`src/rtl/bcd_disp_pkg.sv`:
```
// Shared glyph constants for the multiplexed BCD display scanner.
// All glyphs are active-high {g,f,e,d,c,b,a}.
package bcd_disp_pkg;

    localparam logic [3:0] BCD_MAX = 4'd9;

    localparam logic [6:0] SEG_0    = 7'b0111111;
    localparam logic [6:0] SEG_1    = 7'b0000110;
    localparam logic [6:0] SEG_2    = 7'b1011011;
    localparam logic [6:0] SEG_3    = 7'b1001111;
    localparam logic [6:0] SEG_4    = 7'b1100110;
    localparam logic [6:0] SEG_5    = 7'b1101101;
    localparam logic [6:0] SEG_6    = 7'b1111101;
    localparam logic [6:0] SEG_7    = 7'b0000111;
    localparam logic [6:0] SEG_8    = 7'b1111111;
    localparam logic [6:0] SEG_9    = 7'b1101111;
    localparam logic [6:0] SEG_DASH = 7'b1000000;
    localparam logic [6:0] SEG_OFF  = 7'b0000000;

endpackage

```
`src/rtl/bcd_to_seg7.sv`:
```
// Combinational BCD to 7-segment decoder, active-high output.
// Non-BCD codes render as a dash so a corrupted counter digit is visible.
module bcd_to_seg7
    import bcd_disp_pkg::*;
(
    input  logic [3:0] bcd_i,
    output logic [6:0] seg_o
);

    always_comb begin
        seg_o = SEG_DASH;
        if (bcd_i <= BCD_MAX) begin
            case (bcd_i)
                4'd0:    seg_o = SEG_0;
                4'd1:    seg_o = SEG_1;
                4'd2:    seg_o = SEG_2;
                4'd3:    seg_o = SEG_3;
                4'd4:    seg_o = SEG_4;
                4'd5:    seg_o = SEG_5;
                4'd6:    seg_o = SEG_6;
                4'd7:    seg_o = SEG_7;
                4'd8:    seg_o = SEG_8;
                4'd9:    seg_o = SEG_9;
                default: seg_o = SEG_OFF;
            endcase
        end
    end

endmodule

```
`src/rtl/bcd_display_scanner.sv`:
```
// Multiplexed 7-segment scanner: one shared segment bus, one-hot anodes,
// digits snapshotted once per frame so a counting source never tears.
module bcd_display_scanner
    import bcd_disp_pkg::*;
#(
    parameter int NUM_DIGITS  = 4,
    parameter int REFRESH_DIV = 50000,
    parameter bit ACTIVE_LOW  = 1'b1
)
(
    input  logic                    clk,
    input  logic                    reset,
    input  logic                    enable,
    input  logic [4*NUM_DIGITS-1:0] digits_in,
    input  logic [NUM_DIGITS-1:0]   dp_in,
    input  logic                    blank_lz,
    output logic [6:0]              seg_out,
    output logic                    dp_out,
    output logic [NUM_DIGITS-1:0]   an_out,
    output logic                    frame_tick
);

    localparam int PW = $clog2(REFRESH_DIV);
    localparam int IW = $clog2(NUM_DIGITS);
    localparam logic [PW-1:0] PRESC_LAST = PW'(REFRESH_DIV - 1);
    localparam logic [IW-1:0] IDX_LAST   = IW'(NUM_DIGITS - 1);

    logic [PW-1:0]                presc_q, presc_d;
    logic [IW-1:0]                idx_q, idx_d;
    logic [NUM_DIGITS-1:0][3:0]   shadow_q, shadow_d;
    logic [NUM_DIGITS-1:0]        shadowDp_q, shadowDp_d;
    logic                         framePending_q, framePending_d;
    logic [6:0]                   segOn_q, segOn_d;
    logic                         dpOn_q, dpOn_d;
    logic [NUM_DIGITS-1:0]        anOn_q, anOn_d;
    logic                         frameTick_q, frameTick_d;

    logic       tick;
    logic       wrap;
    logic       blankDigit;
    logic [3:0] curDigit;
    logic [6:0] decoded;

    assign tick     = enable && (presc_q == PRESC_LAST);
    assign wrap     = tick && (idx_q == IDX_LAST);
    assign curDigit = shadow_q[idx_q];

    bcd_to_seg7 u_decoder (
        .bcd_i (curDigit),
        .seg_o (decoded)
    );

    // A digit is a leading zero when it and every more-significant digit is zero.
    always_comb begin
        blankDigit = blank_lz && (idx_q != '0);
        for (int j = 0; j < NUM_DIGITS; j++) begin
            if ((j >= int'(idx_q)) && (shadow_q[j] != 4'd0)) begin
                blankDigit = 1'b0;
            end
        end
    end

    always_comb begin
        presc_d        = presc_q;
        idx_d          = idx_q;
        shadow_d       = shadow_q;
        shadowDp_d     = shadowDp_q;
        framePending_d = framePending_q;
        segOn_d        = SEG_OFF;
        dpOn_d         = 1'b0;
        anOn_d         = '0;
        frameTick_d    = 1'b0;

        if (enable) begin
            presc_d        = tick ? '0 : presc_q + 1'b1;
            framePending_d = wrap;
            anOn_d[idx_q]  = 1'b1;
            segOn_d        = blankDigit ? SEG_OFF : decoded;
            dpOn_d         = shadowDp_q[idx_q];
            frameTick_d    = framePending_q;
        end
        if (tick) begin
            idx_d = (idx_q == IDX_LAST) ? '0 : idx_q + 1'b1;
        end
        if (wrap) begin
            shadow_d   = digits_in;
            shadowDp_d = dp_in;
        end
    end

    always_ff @(posedge clk) begin
        if (reset) begin
            presc_q        <= '0;
            idx_q          <= '0;
            shadow_q       <= '0;
            shadowDp_q     <= '0;
            framePending_q <= 1'b0;
            segOn_q        <= SEG_OFF;
            dpOn_q         <= 1'b0;
            anOn_q         <= '0;
            frameTick_q    <= 1'b0;
        end else begin
            presc_q        <= presc_d;
            idx_q          <= idx_d;
            shadow_q       <= shadow_d;
            shadowDp_q     <= shadowDp_d;
            framePending_q <= framePending_d;
            segOn_q        <= segOn_d;
            dpOn_q         <= dpOn_d;
            anOn_q         <= anOn_d;
            frameTick_q    <= frameTick_d;
        end
    end

    assign seg_out    = ACTIVE_LOW ? ~segOn_q : segOn_q;
    assign dp_out     = ACTIVE_LOW ? ~dpOn_q  : dpOn_q;
    assign an_out     = ACTIVE_LOW ? ~anOn_q  : anOn_q;
    assign frame_tick = frameTick_q;

endmodule

```
`config.mk`:
```
export PLATFORM = sky130hd
export DESIGN_NAME = bcd_display_scanner
export DESIGN_NICKNAME = d
export VERILOG_FILES = /design/src/rtl/bcd_disp_pkg.sv /design/src/rtl/bcd_to_seg7.sv /design/src/rtl/bcd_display_scanner.sv
export SDC_FILE = /design/constraint.sdc
export NUM_CORES = 1
export LEC_CHECK = 0
export CORE_UTILIZATION = 49
export CTS_CLUSTER_DIAMETER = 80
export DETAILED_ROUTE_END_ITERATION = 7
export PLACE_DENSITY_LB_ADDON = 0.25
export RECOVER_POWER = 25
export SYNTH_ARGS = -nofsm -noshare
export SYNTH_HDL_FRONTEND = slang
export SYNTH_SLANG_ARGS = --single-unit
```
`constraint.sdc`:
```
create_clock -name clk -period 2.1 [get_ports clk]
set_input_delay 0.21 -clock clk [delete_from_list [all_inputs] [get_ports clk]]
set_output_delay 0.21 -clock clk [all_outputs]
set_load 0.01 [all_outputs]
```
# --- Word-level counts from Yosys, hierarchy flattened ---
# Memories as Yosys holds them, arrays and structs flattened.
# Cells that the tools add are included.
word_totals:
  latchBits: 0
  n_memories: 1
  mem_bits_rw: 0
  regBits: 52
  mem_bits_ro: 112
  out_inout_bits: 13
memory_table:
  columns: ["memory", "words", "width", "read_ports", "rd_ports_with_merged_regs", "write_ports", "line_no", "rtl"]
  rows:
  - ["(name not given)", 16, 7, 1, 0, 0, "bcd_to_seg7.sv:13", "case (bcd_i)"]
classes:
  mux: 13
  shift: 0
  eq_ne: 2
  addsub: 2
  bitwise: 5
  n_lt_le_gt_ge: 6
  mul: 0
  n_div: 0
  n_reduce_logical: 15
ops:
  columns: ["cell", "count"]
  rows:
  - ["$add A16 B1 Y16 const B", 1]
  - ["$eq A16 B16 Y1 const B", 1]
  - ["$mux W16", 1]
  - ["$reduce_bool A4 Y1", 4]
  - ["$bmux W4 S2", 1]
  - ["$logic_and A1 B1 Y1", 7]
  - ["$mux W7", 1]
  - ["$not A7 Y7", 1]
  - ["$mux W1", 6]
  - ["$ge A1 B2 Y1 const A", 2]
  - ["$le A4 B4 Y1 const B", 1]
  - ["$mux W4", 1]
  - ["$not A4 Y4", 1]
  - ["$reduce_or A4 Y1", 1]
  - ["$lt A2 B3 Y1 const B", 1]
  - ["$not A1 Y1", 3]
  - ["$reduce_or A3 Y1", 1]
  - ["$add A2 B1 Y2 const B", 1]
  - ["$bmux W1 S2", 1]
  - ["$demux W1 S2", 1]
  - ["$eq A2 B2 Y1 const B", 1]
  - ["$ge A2 B1 Y1 const B", 1]
  - ["$ge A2 B2 Y1 const A", 1]
  - ["$mux W2", 1]
  - ["other kinds (2)", 2]

# --- Logic depth before layout (Yosys ltp) ---
# Gate-level depths: netlist of run 1.
logic_depth:
  ltp_word: 7
  mapped_depth: 8

# --- Modules after synthesis ---
# Synthesis of run 1 repeated with hierarchy kept, for this count alone.
unflattened:
  cells_unflattened: 294
  area_unflattened_um2: 2590.0
by_module_without_submodules:
  columns: ["module", "area_per_inst_um2", "cells_each", "n_inst", "seq_area_each_um2"]
  rows:
  - ["bcd_display_scanner", 2357.3, 261, 1, 1041.0]
  - ["bcd_to_seg7", 232.7, 33, 1, 0.0]

# --- Worst setup path before layout of run 1 ---
# OpenSTA, ideal clock, no wires.
synth_timing:
  path_type: "reg-to-reg"
  start: "register idx_q[0]"
  end: "register segOn_q[6]"
  t_arrival_ns: 1.927
  path_stages_with_launch: 8
  synth_period_minus_slack_ns: 2.022
  setup_time_ns: 0.095
  slack_ns: 0.078
  required_ns: 2.005
  path_buffers: 1
  cell_sequence: "dfxtp_1 > buf_6 > mux4_1 > ha_1 > nor2_1 > nand3b_1 > o21ai_1 > a221oi_1"
synth_via:
  elab_chain_cells: 7
  word_cells_on_any_way: 18
  classes_between: "order compare (4); mux (7); reduce/logical (6); memory (1)"
synth_lines:
  columns: ["element", "line_no", "rtl"]
  rows:
  - ["start: declaration", "bcd_display_scanner.sv:29", "logic [IW-1:0] idx_q, idx_d;"]
  - ["start signal: assignment", "bcd_display_scanner.sv:104", "idx_q <= idx_d;"]
  - ["branches (longest 7 deep; another with $mem_v2 Z16 W7)", null, null]
  - ["end signal: assignment", "bcd_display_scanner.sv:108", "segOn_q <= segOn_d;"]
  - ["end: declaration", "bcd_display_scanner.sv:33", "logic [6:0] segOn_q, segOn_d;"]
# Parallel ways; which one is timed is not known. The select of a mux whose other input is x is not followed.
# A chain may end at the register's enable or synchronous reset.

# --- Worst setup path in the final report of run 1 ---
layout_timing:
  start: "register idx_q[0]"
  end: "register segOn_q[5]"
layout_via:
  elab_chain_cells: 7
  word_cells_on_any_way: 18
  classes_between: "order compare (4); mux (6); bitwise (1); reduce/logical (6); memory (1)"
layout_lines:
  columns: ["element", "line_no", "rtl"]
  rows:
  - ["$ge A1 B2 Y1 / $reduce_bool A2 Y1 (equally long branches)", "bcd_display_scanner.sv:57, bcd_display_scanner.sv:55", null]
  - ["$logic_and A1 B1 Y1, on equally long branches", "bcd_display_scanner.sv:57, bcd_display_scanner.sv:55", null]
  - ["$mux W1 (4 in a row)", "bcd_display_scanner.sv:57", "if ((j >= int'(idx_q)) && (shadow_q[j] != 4'd0)) begin"]
  - ["$reduce_or A4 Y1 (no source line)", null, null]
# Parallel ways exist; a longest one is shown, timed or not. The select of a mux whose other input is x is not followed.

==> summary.md, run 1 <==
| Metric | Value |
|---|---|
| CP arrival | 2.13 ns |
| Hold crit path type | input port to flip-flop |
| Slew Limit Fails | 0 |
| Area share of the largest cell type after synthesis | 40.7% |
| Tot Pwr | 0.00179 W |
| Root Buffer | clkbuf_8 |
| Core area | 4880 sq um |
| Syn Area/Cell | 8.81 sq um |
| Worst-Skew Late Latency | 0.31 ns |
| Total CTS buffers | 5 |
| DRC | 0 |
| Number of global-route vias before repair | 1978 |
| Via-to-Cell Ratio | 5.45 |
| Main synth FF type | dfxtp_1 |
| Antenna-violating nets left | 0 |
| Die H | 74.2 um |
| Rows | 25 |
| Initial antenna violation count | 0 |
| Setup ws final | 0.211 ns |
| Share of cells above drive strength 1 | 10.9% |
| Reg2reg start | idx_q[0] |
| Die Width | 74.2 um |
| Cell Area, Synth | 2550 sq um |
| Final WL | 5230 um |
| Synth-to-Final Area Change | 21.9% |
| CTS tree | built |
| Crit start category | flip-flop |
| Synth area leaders | dfxtp_1 41%, a21oi_1 6.3%, ha_1 5.9% |
| Tightest Pin Transition | 0.531 ns |
| Antenna diode count | 0 |
| Static leakage | 1.06 nW |
| Post-CTS Hold Fix Bufs | 0 |
| Full die area | 5510 sq um |
| Final period utilization | 90.0% |
| Worst R2R Path Depth | 7 |
| Final net count | 365 |
| Flop2flop setup slack | 0.21 ns |
| Clock Path Buffers | 2 |
| Min-Delay Endpoint | shadow_q[7] |
| Via count | 2164 |
| TNS Setup | 0 ns |
| Setup Crit Path Kind | flip-flop to flip-flop |
| Seq/Total Area, Yosys | 40.7% |
| Critical Path End Type | flip-flop |
| Global-route total usage across every layer | 21.4% |
| RePlAce Congestion | 0.850 |
| GR Overflow Total | 0 |
| # setup viols final | 0 |
| Worst-path cell chain | mux4_2 -> inv_1 -> ha_2 -> nor2_2 -> nor3_2 -> nand2_1 -> a21oi_1 |
| Crit path required time | 2.34 ns |
| Yosys reg bits | 52 |
| Run status | completed |
| Initial DRC count | 131 |
| DR WL/cell | 13.2 um |
| Yosys cell types | 42 |
| Post-DP HPWL | 3740 um |
| Pwr Density | 573 nW/um^2 |
| Buffers on Ports | 36 |
| Period minus WS final | 1.89 ns |
| Max frequency | 529 MHz |
| Clk pin slew, worst setup/hold paths | 0.09 ns |
| RR Endpoint | segOn_q[5] |
| Clk sinks | 52 |
| Fin util | 63.8% |
| Post-synth top area cell | dfxtp_1 |
| Final hold violations | 0 |
| Peak VDD IR | 0.000341 V |
| Drt pass-1 iters | 4 |
| Initial core utilization | 52.4% |
| Largest net degree at the start of global routing | 27 |
| Number of synthesized flops with an enable pin | 0 |
| Synth Warn # | 0 |
| # IOs | 37 |
| Count leader, synth | dfxtp_1 |
| Setup WS pre-CTS | 0.0258 ns |
| H-tree Lvls | 2 |
| Critical-path top delay cell | mux4_2 |
| Synth Instances | 290 |
| Max-cap viol count | 0 |
| Top post-synthesis cells by count | 52 x dfxtp_1, 32 x a21oi_1, 27 x nand3_1 |
| Syn nets | 326 |
| Hold Startpoint | digits_in[7] |
| Clk_skew | 0.00439 ns |
| Max-slew headroom | 64.6% |
| Worst stage delay on the critical path | 0.59 ns |
| CP max FO | 6 |
| Async SR Flop Fraction | 0% |
| Hold path depth | 3 |
| First-pass GRT wire length | 9030 um |
-- timing repair --
| item | in CTS | in global routing |
|---|---|---|
| gates resized for setup | 0 | 5 |
| setup endpoints to repair | 0 | 7 |
| buffers inserted | 0 | 2 |
-- stage by stage --
stage	cell area (sq um)	hold slack, ns	cells
2_1_floorplan	2550	0.358	290
3_3_place_gp	2990	0.449	387
3_5_place_dp	2990	0.442	387
4_1_cts	3100	0.450	395
5_1_grt	3110	0.458	397
6_report	3110	0.451	397
-- sequential cells by signal (all words and copies together), names as in the netlist --
signal and count:
shadowDp_q 4, segOn_q 7, shadow_q 16, presc_q 16
dpOn_q 1, anOn_q 4, idx_q 2, frame_tick 1
framePending_q 1
-- cells in the final DEF (no fill, tap or decap), types with 5 or more instances in the layout --
master	count
dfxtp_1	51
nand3_1	27
xnor2_1	5
nand2_1	13
buf_4	11
clkbuf_8	5
ha_1	11
dlygate4sd3_1	12
nand4_1	8
nor4_1	5
o21ai_0	21
nor2_1	18
clkdlybuf4s50_1	24
a21oi_1	32
nand3b_1	5
xor2_1	6
inv_1	19
and2_1	6
-- worst max-delay path by stage --
stage               startpoint          to  slack, ns  cells after the start
floorplan             idx_q[0]  segOn_q[6]       0.08                      7
global placement      idx_q[0]  segOn_q[6]       0.10                      6
detailed placement    idx_q[0]  segOn_q[6]       0.03                      6
CTS                   idx_q[0]  segOn_q[6]       0.01                      6
global route          idx_q[0]  segOn_q[5]     -0.003                      7
finish                idx_q[0]  segOn_q[5]       0.21                      7
-- worst max-delay path, delay by kind of cell, from the launching register on --
kind            cells  cell delay, ns
fa+ha+maj           1            0.23
mux                 1            0.59
compound gates      1            0.13
simple gates        3            0.34
flops               1            0.40
buf+inv             1            0.13
-- final cells by class --
cell class                 count  area [sq um]
clock inverter                 3          42.5
multi-input combinational    202          1360
fill                         459          1770
clock buffer                   5          68.8
inverter                      20          75.1
tap                           67          83.8
timing repair buffer          48           447
sequential                    52          1040
-- power by group --
group	internal [W]	total, W	switching [W]
clock network	0.000353	0.000689	0.000336
registers	0.000996	0.00100	0.00000535
logic	0.0000590	0.0000962	0.0000371
total	0.00141	0.00179	0.000378
-- routing by layer --
layer	up-vias	part of all wire (%)	global-route usage [%]
met3	11	3.9	3.39
met5	-	0	0
met4	0	1.9	9.43
li1	1100	-	-
met1	1000	48	29.9
met2	53	46	32.8
-- logic make-up (layout without fill, tap and decap cells) --
kind of cell | count (synthesis) | count (layout) | synth area share (%)
simple gates | 109 | 109 | 24.4
compound gates | 65 | 65 | 14.3
flops | 52 | 52 | 40.7
buf+inv | 36 | 76 | 6.22
fa+ha+maj | 12 | 12 | 5.88
xor+xnor | 11 | 11 | 3.77
mux | 5 | 5 | 4.70
(Power assumes the default switching activity.)
==> inputs of run 2 (changes only) <==
==> constraint.sdc (replaced) <==
create_clock -name clk -period 1.7 [get_ports clk]
set_input_delay 0.17 -clock clk [delete_from_list [all_inputs] [get_ports clk]]
set_output_delay 0.17 -clock clk [all_outputs]
set_load 0.01 [all_outputs]
==> run 2 against run 1 <==
  * Count of clock-buffer cells in the layout unchanged
  * Combinational power increased by 39%
  * First-iteration DRC count decreased by 3.1%
  * Sequential power increased by 24%
  * Critical path depth decreased by 1
  * Critical path type unchanged
  * Clock skew increased by 0.0020 ns
  * Final area increased by 7.2%
  * Wire length increased by 6.6%
  * Non-clock buffer count increased by 18
  * Utilization increased by 4.6 points
  * The flow now finishes with violations (negative setup slack)
  * Global-route usage increased by 0.80 points
  * Die area unchanged
==> summary.md, run 2 (synthesis gave the netlist of run 1 again) <==
| Metric | Value |
|---|---|
| Critical-path top delay cell | mux4_2 |
| DR WL/cell | 13.4 um (+1.9%) |
| Global-route total usage across every layer | 22.2% (+0.80 points) |
| Tightest Pin Transition | 0.455 ns (-0.0760 ns) |
| Crit start category | flip-flop |
| First-pass GRT wire length | 9320 um (+3.2%) |
| RePlAce Congestion | 0.836 (-1.6%) |
| Pwr Density | 663 nW/um^2 (+16%) |
| Post-CTS Hold Fix Bufs | 0 (unchanged) |
| Fillers | 407 (-11%) |
| CTS tree | built |
| Multi-input logic area | 1430 sq um (+5.5%) |
| Buf/Inv on CP | 0 (-1) |
| Clock Path Buffers | 2 (unchanged) |
| Critical Path End Type | flip-flop |
| RR Endpoint | segOn_q[6] |
| Final net count | 383 (+4.9%) |
| Final period utilization | 102% (+12 points) |
| Worst-path cell chain | mux4_2 -> ha_4 -> nor2_4 -> nand3b_1 -> o21ai_1 -> a221oi_2 |
| Period minus WS final | 1.73 ns (-0.157 ns) |
| Critical path depth | 6 (-1) |
| Slew Limit Fails | 0 (unchanged) |
| Initial core utilization | 52.4% (unchanged) |
| Buffers on Ports | 36 (unchanged) |
| Worst R2R Path Depth | 6 (-1) |
| Max-cap viol count | 0 (unchanged) |
| Antenna-violating nets left | 0 (unchanged) |
| Number of global-route vias before repair | 1990 (+0.61%) |
| Max frequency | 577 MHz (+9.1%) |
| Drt pass-1 iters | 4 (unchanged) |
| Post-DP HPWL | 4000 um (+7.0%) |
| Commonest non-fill, non-tap cell in the layout | dfxtp_1 |
| Initial DRC count | 127 (-3.1%) |
| Synth-to-Final Area Change | 30.7% |
| Full die area | 5510 sq um (unchanged) |
| Initial antenna violation count | 0 (unchanged) |
| Top Family by Delay on Critical Path | multiplexers |
| Max-slew headroom | 69.4% (+4.8 points) |
| Worst-Skew Late Latency | 0.31 ns (about the same) |
| CP arrival | 1.96 ns (-0.17 ns) |
| Setup Crit Path Kind | flip-flop to flip-flop |
| GR Overflow Total | 0 (unchanged) |
| Via count | 2267 (+4.8%) |
| Hold crit path type | input port to flip-flop |
| # IOs | 37 (unchanged) |
| Share of cells above drive strength 1 | 18.1% (+7.2 points) |
| Root Buffer | clkbuf_8 |
| Setup WS pre-CTS | -0.0597 ns (-0.0856 ns) |
| Clk_skew | 0.00641 ns (+0.00202 ns) |
| Largest net degree at the start of global routing | 23 (-15%) |
| DRC | 0 (unchanged) |
| Crit path required time | 1.93 ns (-0.41 ns) |
| Violated checks | negative setup slack |
| Largest regs | presc_q (16), shadow_q (16), segOn_q (7) |
| Clk sinks | 52 (unchanged) |
| Final hold violations | 0 (unchanged) |
| Peak VDD IR | 0.000520 V (+53%) |
| CP max FO | 4 (-2) |
| Final WL | 5580 um (+6.6%) |
| Antenna diode count | 0 (unchanged) |
| Cells after DPL | 403 (+4.1%) |
| Rows | 25 (unchanged) |
| Die Width | 74.2 um (unchanged) |
| Via-to-Cell Ratio | 5.46 (+0.22%) |
| Commonest non-fill, non-tap cells in the layout | 49 x dfxtp_1, 31 x a21oi_1, 27 x nand3_1, 26 x clkdlybuf4s50_1, 24 x buf_4 |
| Setup crit end | segOn_q[6] |
| Post-Layout Cell Count | 415 (+4.5%) |
| Clk pin slew, worst setup/hold paths | 0.09 ns (about the same) |
| TNS Setup | -0.0319 ns (-0.0319 ns) |
| Die H | 74.2 um (unchanged) |
| Placed cell area | 3140 sq um (+5.1%) |
| Run status | finished, violations left |
| Final Cell Area | 3340 sq um (+7.2%) |
| H-tree Lvls | 2 (unchanged) |
| Core area | 4880 sq um (unchanged) |
| Worst setup path startpoint | idx_q[0] |
| Fin util | 68.4% (+4.6 points) |
| Reg2reg start | idx_q[0] |
| Flop2flop setup slack | -0.03 ns (-0.24 ns) |
| RSZ-0062 raised after global routing | yes |
| Worst stage delay on the critical path | 0.57 ns (-0.02 ns) |
| # setup viols final | 1 (+1) |
| Static leakage | 1.16 nW (+9.4%) |
| Sequential cell area | 1050 sq um (+0.72%) |
| Total CTS buffers | 5 (unchanged) |
| Setup ws final | -0.0319 ns (-0.243 ns) |
## run 2: cell count changes in the layout (fill, tap and decap cells not counted), moves of 2 or more
cell and delta:
buf_6 +3, dfxtp_1 -2, ha_1 -2, clkdlybuf4s50_1 +2
buf_4 +13, ha_4 +3, dfxtp_4 +2, dlygate4sd3_1 -2
## run 2: cell type report
cell class	count	share of cell area, %
inverter	20	2.32
timing repair buffer	66	17.6
clock inverter	3	1.27
sequential	52	31.4
clock buffer	5	2.06
multi-input combinational	202	42.8
tap	67	2.51
## run 2: metrics by stage
stage | hold slack [ns] | total power, W
floorplan | 0.318 | 0.00130
global placement | 0.451 | 0.00140
detailed placement | 0.448 | 0.00140
CTS | 0.400 | 0.00224
global route | 0.415 | 0.00230
finish | 0.408 | 0.00222
## run 2: how the worst min path moves through the flow
stage | end | slack [ns] | depth (start not counted) | from
2_1_floorplan | shadowDp_q[0] | 0.32 | 2 | dp_in[0]
3_3_place_gp | frame_tick | 0.45 | 1 | framePending_q
3_5_place_dp | frame_tick | 0.45 | 1 | framePending_q
4_1_cts | shadow_q[10] | 0.40 | 3 | digits_in[10]
5_1_grt | shadow_q[10] | 0.42 | 3 | digits_in[10]
6_report | shadow_q[10] | 0.41 | 3 | digits_in[10]
## run 2: repair_timing
item / CTS / global route
resized for setup: 5 / 11
pin swaps: 0 / 2
setup buffers: 0 / 2
cloned: 2 / 0
endpoints found under the setup margin: 6 / 41
## run 2: metal layers
metal / GRT usage (%) / part of all wire, % / vias to the layer above
met5: 0 / 0 / -
met4: 7.13 / 1.3 / 0
met3: 5.28 / 6.4 / 8
met2: 33.9 / 45 / 69
met1: 31.1 / 47 / 1052
li1: - / - / 1138
## run 2: report_power, final
| group | internal [W] | switching, W | total [W] | leakage [nW] |
|---|---|---|---|---|
| Combinational | 0.0000837 | 0.0000500 | 0.000134 | 0.679 |
| Sequential | 0.00123 | 0.00000730 | 0.00124 | 0.423 |
| Clock | 0.000436 | 0.000410 | 0.000846 | 0.0541 |
| Total | 0.00175 | 0.000468 | 0.00222 | 1.16 |
## run 2: tightest hold or removal path, stage by stage
cell and delay [ns]:
clkdlybuf4s50_1 0.40, nand3_1 0.06, a21oi_1 0.05
==> inputs of run 3 (changes only) <==
--- a/config.mk
+++ b/config.mk
@@ -5,7 +5,7 @@
 export SDC_FILE = /design/constraint.sdc
 export NUM_CORES = 1
 export LEC_CHECK = 0
-export CORE_UTILIZATION = 49
+export CORE_UTILIZATION = 40
 export CTS_CLUSTER_DIAMETER = 80
 export DETAILED_ROUTE_END_ITERATION = 7
 export PLACE_DENSITY_LB_ADDON = 0.25
==> run 3 against run 2 <==
  * The run still ends with negative setup slack left
  * Flip-flop and latch count unchanged
  * Setup slack got worse by 0.043 ns
  * Final area shrank 1.8%
  * Combinational power is 5% lower
  * Clock power fell by 15%
  * Clock skew increased by 0.0053 ns
  * First-iteration DRC count fell by 20%
  * Global-route usage fell by 3.9 points
  * Utilization is 14 points lower
  * Worst hold slack improved by 0.0011 ns
  * Sequential power about the same
  * Non-clock buffer count down 1
  * Critical endpoint unchanged
  * Largest power group unchanged
==> summary.md, run 3 (synthesis gave the netlist of run 1 again) <==
| Metric | Value |
|---|---|
| Hold crit path type | input port to flip-flop |
| Share of cells above drive strength 1 | 17.0% (-1.1 points) |
| DR WL/cell | 13.4 um (-0.27%) |
| Global-route total usage across every layer | 18.3% (-3.9 points) |
| First-pass GRT wire length | 9330 um (+0.14%) |
| Rows | 28 (+12%) |
| CTS tree | built |
| Total CTS buffers | 5 (unchanged) |
| Core area | 6030 sq um (+23%) |
| WL met2 | 2540 um (+0.20%) |
| Crit path required time | 1.93 ns (about the same) |
| TNS Setup | -0.0981 ns (-0.0663 ns) |
| Fin util | 54.4% (-14 points) |
| Initial antenna violation count | 0 (unchanged) |
| Number of global-route vias before repair | 1982 (-0.40%) |
| Full die area | 6710 sq um (+22%) |
| Die Width | 81.9 um (+10%) |
| Largest regs | presc_q (16), shadow_q (16), segOn_q (7) |
| Commonest non-fill, non-tap cell in the layout | dfxtp_1 |
| Buffers on Ports | 36 (unchanged) |
| Crit start category | flip-flop |
| GR Overflow Total | 0 (unchanged) |
| Setup Crit Path Kind | flip-flop to flip-flop |
| Slew Limit Fails | 0 (unchanged) |
| Die H | 81.9 um (+10%) |
| Pwr Density | 636 nW/um^2 (-4.2%) |
| Met3 WL | 201 um (-44%) |
| # IOs | 37 (unchanged) |
| Final hold violations | 0 (unchanged) |
| Run status | finished, violations left |
| Clk sinks | 52 (unchanged) |
| DRC | 0 (unchanged) |
| Period minus WS final | 1.78 ns (+0.0434 ns) |
| Root Buffer | clkbuf_8 |
| Initial DRC count | 102 (-20%) |
| Clk pin slew, worst setup/hold paths | 0.10 ns (about the same) |
| Met1 WL | 2820 um (+7.9%) |
| Drt pass-1 iters | 4 (unchanged) |
| RSZ-0062 raised after global routing | yes |
| Antenna-violating nets left | 0 (unchanged) |
| Clk_skew | 0.0117 ns (+0.00528 ns) |
| RePlAce Congestion | 0.890 (+6.5%) |
| Violated checks | negative setup slack |
| Commonest non-fill, non-tap cells in the layout | 50 x dfxtp_1, 32 x a21oi_1, 27 x nand3_1, 27 x clkdlybuf4s50_1, 27 x buf_4 |
| # setup viols final | 2 (+1) |
| CP arrival | 2.00 ns (+0.04 ns) |
| Via-to-Cell Ratio | 5.26 (-3.7%) |
| Max frequency | 563 MHz (-2.4%) |
| Largest net degree at the start of global routing | 24 (+4.3%) |
| Final WL | 5660 um (+1.4%) |
| Synth-to-Final Area Change | 28.4% |
| Initial core utilization | 42.4% (-10 points) |
| Setup WS pre-CTS | -0.0957 ns (-0.0359 ns) |
| Critical Path End Type | flip-flop |
| Peak VDD IR | 0.000511 V (-1.7%) |
| Tightest Pin Transition | 0.417 ns (-0.0371 ns) |
| Final period utilization | 104% (+2.6 points) |
| CP max FO | 4 (unchanged) |
| Fillers | 591 (+45%) |
| Setup ws final | -0.0752 ns (-0.0434 ns) |
| Max-cap viol count | 0 (unchanged) |
| Top layer in use | met4 |
| Clock Path Buffers | 2 (unchanged) |
| Via count | 2221 (-2.0%) |
| Antenna diode count | 0 (unchanged) |
| Post-DP HPWL | 4040 um (+0.94%) |
| Static leakage | 1.15 nW (-0.66%) |
| Tot Pwr | 0.00208 W (-5.9%) |
| Post-CTS Hold Fix Bufs | 0 (unchanged) |
| Max-slew headroom | 71.9% (+2.5 points) |
| Worst-Skew Late Latency | 0.31 ns (about the same) |
| H-tree Lvls | 2 (unchanged) |
| Final net count | 382 (-0.26%) |
| Flop2flop setup slack | -0.08 ns (-0.04 ns) |
==> run 3: metal layers <==
metal	vias to the layer above	track usage (%)
met5	-	0
met4	0	8.25
met3	8	3.11
met2	45	27.3
met1	1032	25.6
li1	1136	-
==> run 3: critical path, cell delays in order (launching register included) <==
cell,delay (ns)
dfxtp_4,0.38
mux4_2,0.57
ha_4,0.21
nor2_4,0.10
nand3b_1,0.11
o21ai_1,0.09
a221oi_2,0.23
==> run 3: power breakdown <==
part           leakage, nW  switching [W]  total [W]  internal [W]
combinational        0.678      0.0000491   0.000127     0.0000780
clock               0.0485       0.000427   0.000723      0.000296
sequential           0.422     0.00000579    0.00123       0.00123
==> run 3: area by class of cell <==
type | count | area (sq um) | share of cell area (%)
Inverter | 20 | 77.6 | 2.37
Clock inverter | 3 | 22.5 | 0.687
Sequential cell | 52 | 1050 | 31.9
Multi-Input combinational cell | 202 | 1400 | 42.7
Clock buffer | 5 | 68.8 | 2.10
Tap cell | 75 | 93.8 | 2.86
Timing Repair Buffer | 65 | 571 | 17.4
==> run 3: worst paths after layout <==
kind,endpoint,cells past startpoint,from
worst max-delay path,segOn_q[6],6,idx_q[0]
worst min-delay path,shadow_q[13],3,digits_in[13]
worst max register to register,segOn_q[6],6,idx_q[0]
worst min register to register,frame_tick,1,framePending_q
==> run 3: timing repair <==
item	CTS	global route
buffers inserted	1	2
setup endpoints to repair	3	28
gates resized for setup	2	5
pin swaps	0	0
==> run 3: per-stage QoR <==
step                      std cells  area (sq um)  hold WS (ns)
final                           422          3280         0.409
after global routing            422          3280         0.405
after CTS                       420          3260         0.405
after detailed placement        411          3150         0.457
after global placement          411          3150         0.457
after floorplan                 290          2590         0.318
==> patch, RTL diff (config.mk and constraints of run 2) <==
Set the parameter `NUM_DIGITS` to 2 (it was 4).
--- a/src/rtl/bcd_display_scanner.sv
+++ b/src/rtl/bcd_display_scanner.sv
@@ -5,3 +5,3 @@
 #(
-    parameter int NUM_DIGITS  = 4,
+    parameter int NUM_DIGITS  = 2,
     parameter int REFRESH_DIV = 50000,
Interface: changed (resized an_out, digits_in and dp_in); port bits go from 37 to 25. No check against the original RTL was run, so the function may have changed too.
==> patch against run 2 <==
Synthesized area shrank 25%; clock power shrank 31%; design area down 28%; critical path type unchanged; die area is 25% lower; wire length shrank 40%; count of clock-buffer cells in the layout up 2; largest power group unchanged; sequential cell count down 13; setup slack improved by 0.16 ns; sequential share of layout area increased by 1.0 points; total power shrank 27%; hold slack improved by 0.033 ns; via count fell by 36%; clock skew is 0.00078 ns lower.
==> patch: results (changes against run 2) <==
- Status: finished clean (was complete, but fails checks)
- Nets: 272 (was 383)
- Main synth FF type: dfxtp_1 (unchanged)
- Worst flop-to-flop path startpoint: idx_q (was idx_q[0])
- Global-route usage over all layers: 18.71% (was 22.22%)
- Postcts setup bufs: 0 (unchanged)
- CTS H-tree depth: 2 (unchanged)
- Dpl ws: -0.05168 ns (was -0.05974 ns)
- Final antenna diode count: 0 (unchanged)
- Post-synth ARST share: 0% (unchanged)
- Number of global-route vias before repair: 1,358 (was 1,990)
- IO buf count: 24 (was 36)
- Routability congestion estimate: 0.7780 (was 0.8358)
- Yosys cell types: 36 (was 42)
- Share of cells above drive strength 1: 13.89% (was 18.10%)
- Critical path fanouts, max: 7 (was 4)
- DRT Pass-1 Iters: 4 (unchanged)
- Yosys warnings: 0 (unchanged)
- HP Start: dp_in[0] (was digits_in[10])
- Placed insts: 292 (was 403)
- Top cells by area, synth: dfxtp_1 (41%), nand2b_1 (8.5%), mux2i_1 (7.9%), xor2_1 (5.0%), ha_1 (4.6%) (was dfxtp_1 (41%), a21oi_1 (6.3%), ha_1 (5.9%), nand3_1 (5.3%), o21ai_0 (4.1%))
- Sequential element share of the synthesized area: 40.92% (was 40.74%)
- DR DRC count: 0 (unchanged)
- Final HPWL DP: 2422 um (was 4001 um)
- Crit path DAT: 1.79 ns (was 1.96 ns)
- Hold Path End: shadowDp_q[0] (was shadow_q[10])
- Top Registers: presc_q x16, shadow_q x8, segOn_q x7 (was presc_q x16, shadow_q x16, segOn_q x7)
- Met1 usage: 23.45% (was 31.08%)
- Pleak: 0.9371 nW (was 1.156 nW)
- IR drop worst, VDD: 0.5458 mV (was 0.5198 mV)
- Initial antenna violation count: 0 (unchanged)
- DRT iter0 DRCs: 70 (was 127)
- FF-to-FF path depth: 7 (was 6)
- Number of flops mapped to enable cells by yosys: 0 (unchanged)
- CTS clk-pin slew, worst paths: 0.07 ns (was 0.09 ns)
- Capturing point of the worst reg2reg path: segOn_q[5] (was segOn_q[6])
- Global-route wire length before repair: 5906 um (was 9315 um)
- Post-synth top cells: dfxtp_1 (39), nand2b_1 (26), nor2_1 (21), mux2i_1 (15), inv_1 (14) (was dfxtp_1 (52), a21oi_1 (32), nand3_1 (27), o21ai_0 (21), inv_1 (20))
- Root buffer cell: clkbuf_8 (unchanged)
- Worst R2R Setup Slack: 0.13 ns (was -0.03 ns)
- Detailed-route vias per instance: 4.833 (was 5.463)
- Via count: 1,450 (was 2,267)
- Worst min-delay path category: input port to flop (unchanged)
- Slew margin rel.: 57.39% (was 69.41%)
- Cts bufs inserted: 5 (unchanged)
- Mapped Cells: 210 (was 290)
- Largest net degree at the start of global routing: 23 (unchanged)
- Clk_skew: 0.005632 ns (was 0.006412 ns)
- Global Route met2 Usage: 28.68% (was 33.94%)
- Post-Syn Nets: 231 (was 326)
- Routed length per placed instance: 11.11 um (was 13.44 um)
- Met3 usage: 5.714% (was 5.285%)
- Cells on Worst Hold Path: 3 (unchanged)
- Clock Latency Late Sink: 0.29 ns (was 0.31 ns)
- Clk buf depth: 2 (unchanged)
patch: changes by cell type after synthesis, moves of 13 or more:
cell,delta
nand3_1,-21
dfxtp_1,-13
a21oi_1,-22
mux2i_1,+15
nand2b_1,+22
o21ai_0,-16
patch: final cells by class:
| class | instances | area (um2) |
|---|---|---|
| clock buffers | 7 | 76.32 |
| clock inverters | 1 | 5.005 |
| fillers | 329 | 1279 |
| inverters | 14 | 52.55 |
| multi-input cells | 147 | 1026 |
| flip-flops and latches | 39 | 782.0 |
| well taps | 48 | 60.06 |
| repair buffers | 44 | 407.9 |
patch: logic make-up after synthesis:
group / Yosys count / synth area share, %
XOR/XNOR: 13 / 5.967
AND/OR/NAND/NOR: 91 / 27.80
adder cells (fa/ha/maj): 7 / 4.590
flip-flops: 39 / 40.92
AO/OA/AOI/OAI: 19 / 5.836
buffers and inverters: 24 / 5.836
multiplexers: 17 / 9.049
patch: layer usage:
layer	routed length [um]	up-vias
met5	0	-
met4	87	0
met3	129	7
met2	1476	32
met1	1639	632
li1	-	779
patch: how the worst max path moves through the flow:
stage                       to  slack [ns]  startpoint  depth (start not counted)
floorplan           segOn_q[3]        0.02       idx_q                          6
global placement    segOn_q[4]       -0.03    blank_lz                          5
detailed placement  segOn_q[5]       -0.05    blank_lz                          5
CTS                 segOn_q[5]        0.08       idx_q                          7
global route        segOn_q[2]      0.0009       idx_q                          7
finish              segOn_q[5]        0.13       idx_q                          7
patch: through the flow:
stage          area (um2)  hold WS (ns)
6_report             2410        0.4413
5_1_grt              2410        0.4588
4_1_cts              2410        0.4321
3_5_place_dp         2328        0.4629
3_3_place_gp         2328        0.4517
2_1_floorplan        1912        0.3253
patch: worst max-delay path, stage by stage (launching register included):
cell      delay [ns]
dfxtp_2         0.37
mux2i_1         0.20
buf_4           0.17
ha_1            0.20
nor2_1          0.08
o21ai_0         0.19
nand2b_1        0.15
a21oi_1         0.14
patch: power breakdown:
group / leakage [nW] / total (mW) / internal (mW) / switching [mW]
clock network: 0.0422 / 0.584 / 0.287 / 0.297
registers: 0.317 / 0.931 / 0.926 / 0.00501
logic: 0.578 / 0.111 / 0.0694 / 0.0412
patch: what timing repair did:
action | CTS | global route
hold buffers | 0 | 0
setup endpoints to repair | 0 | 8
resized for setup | 0 | 2
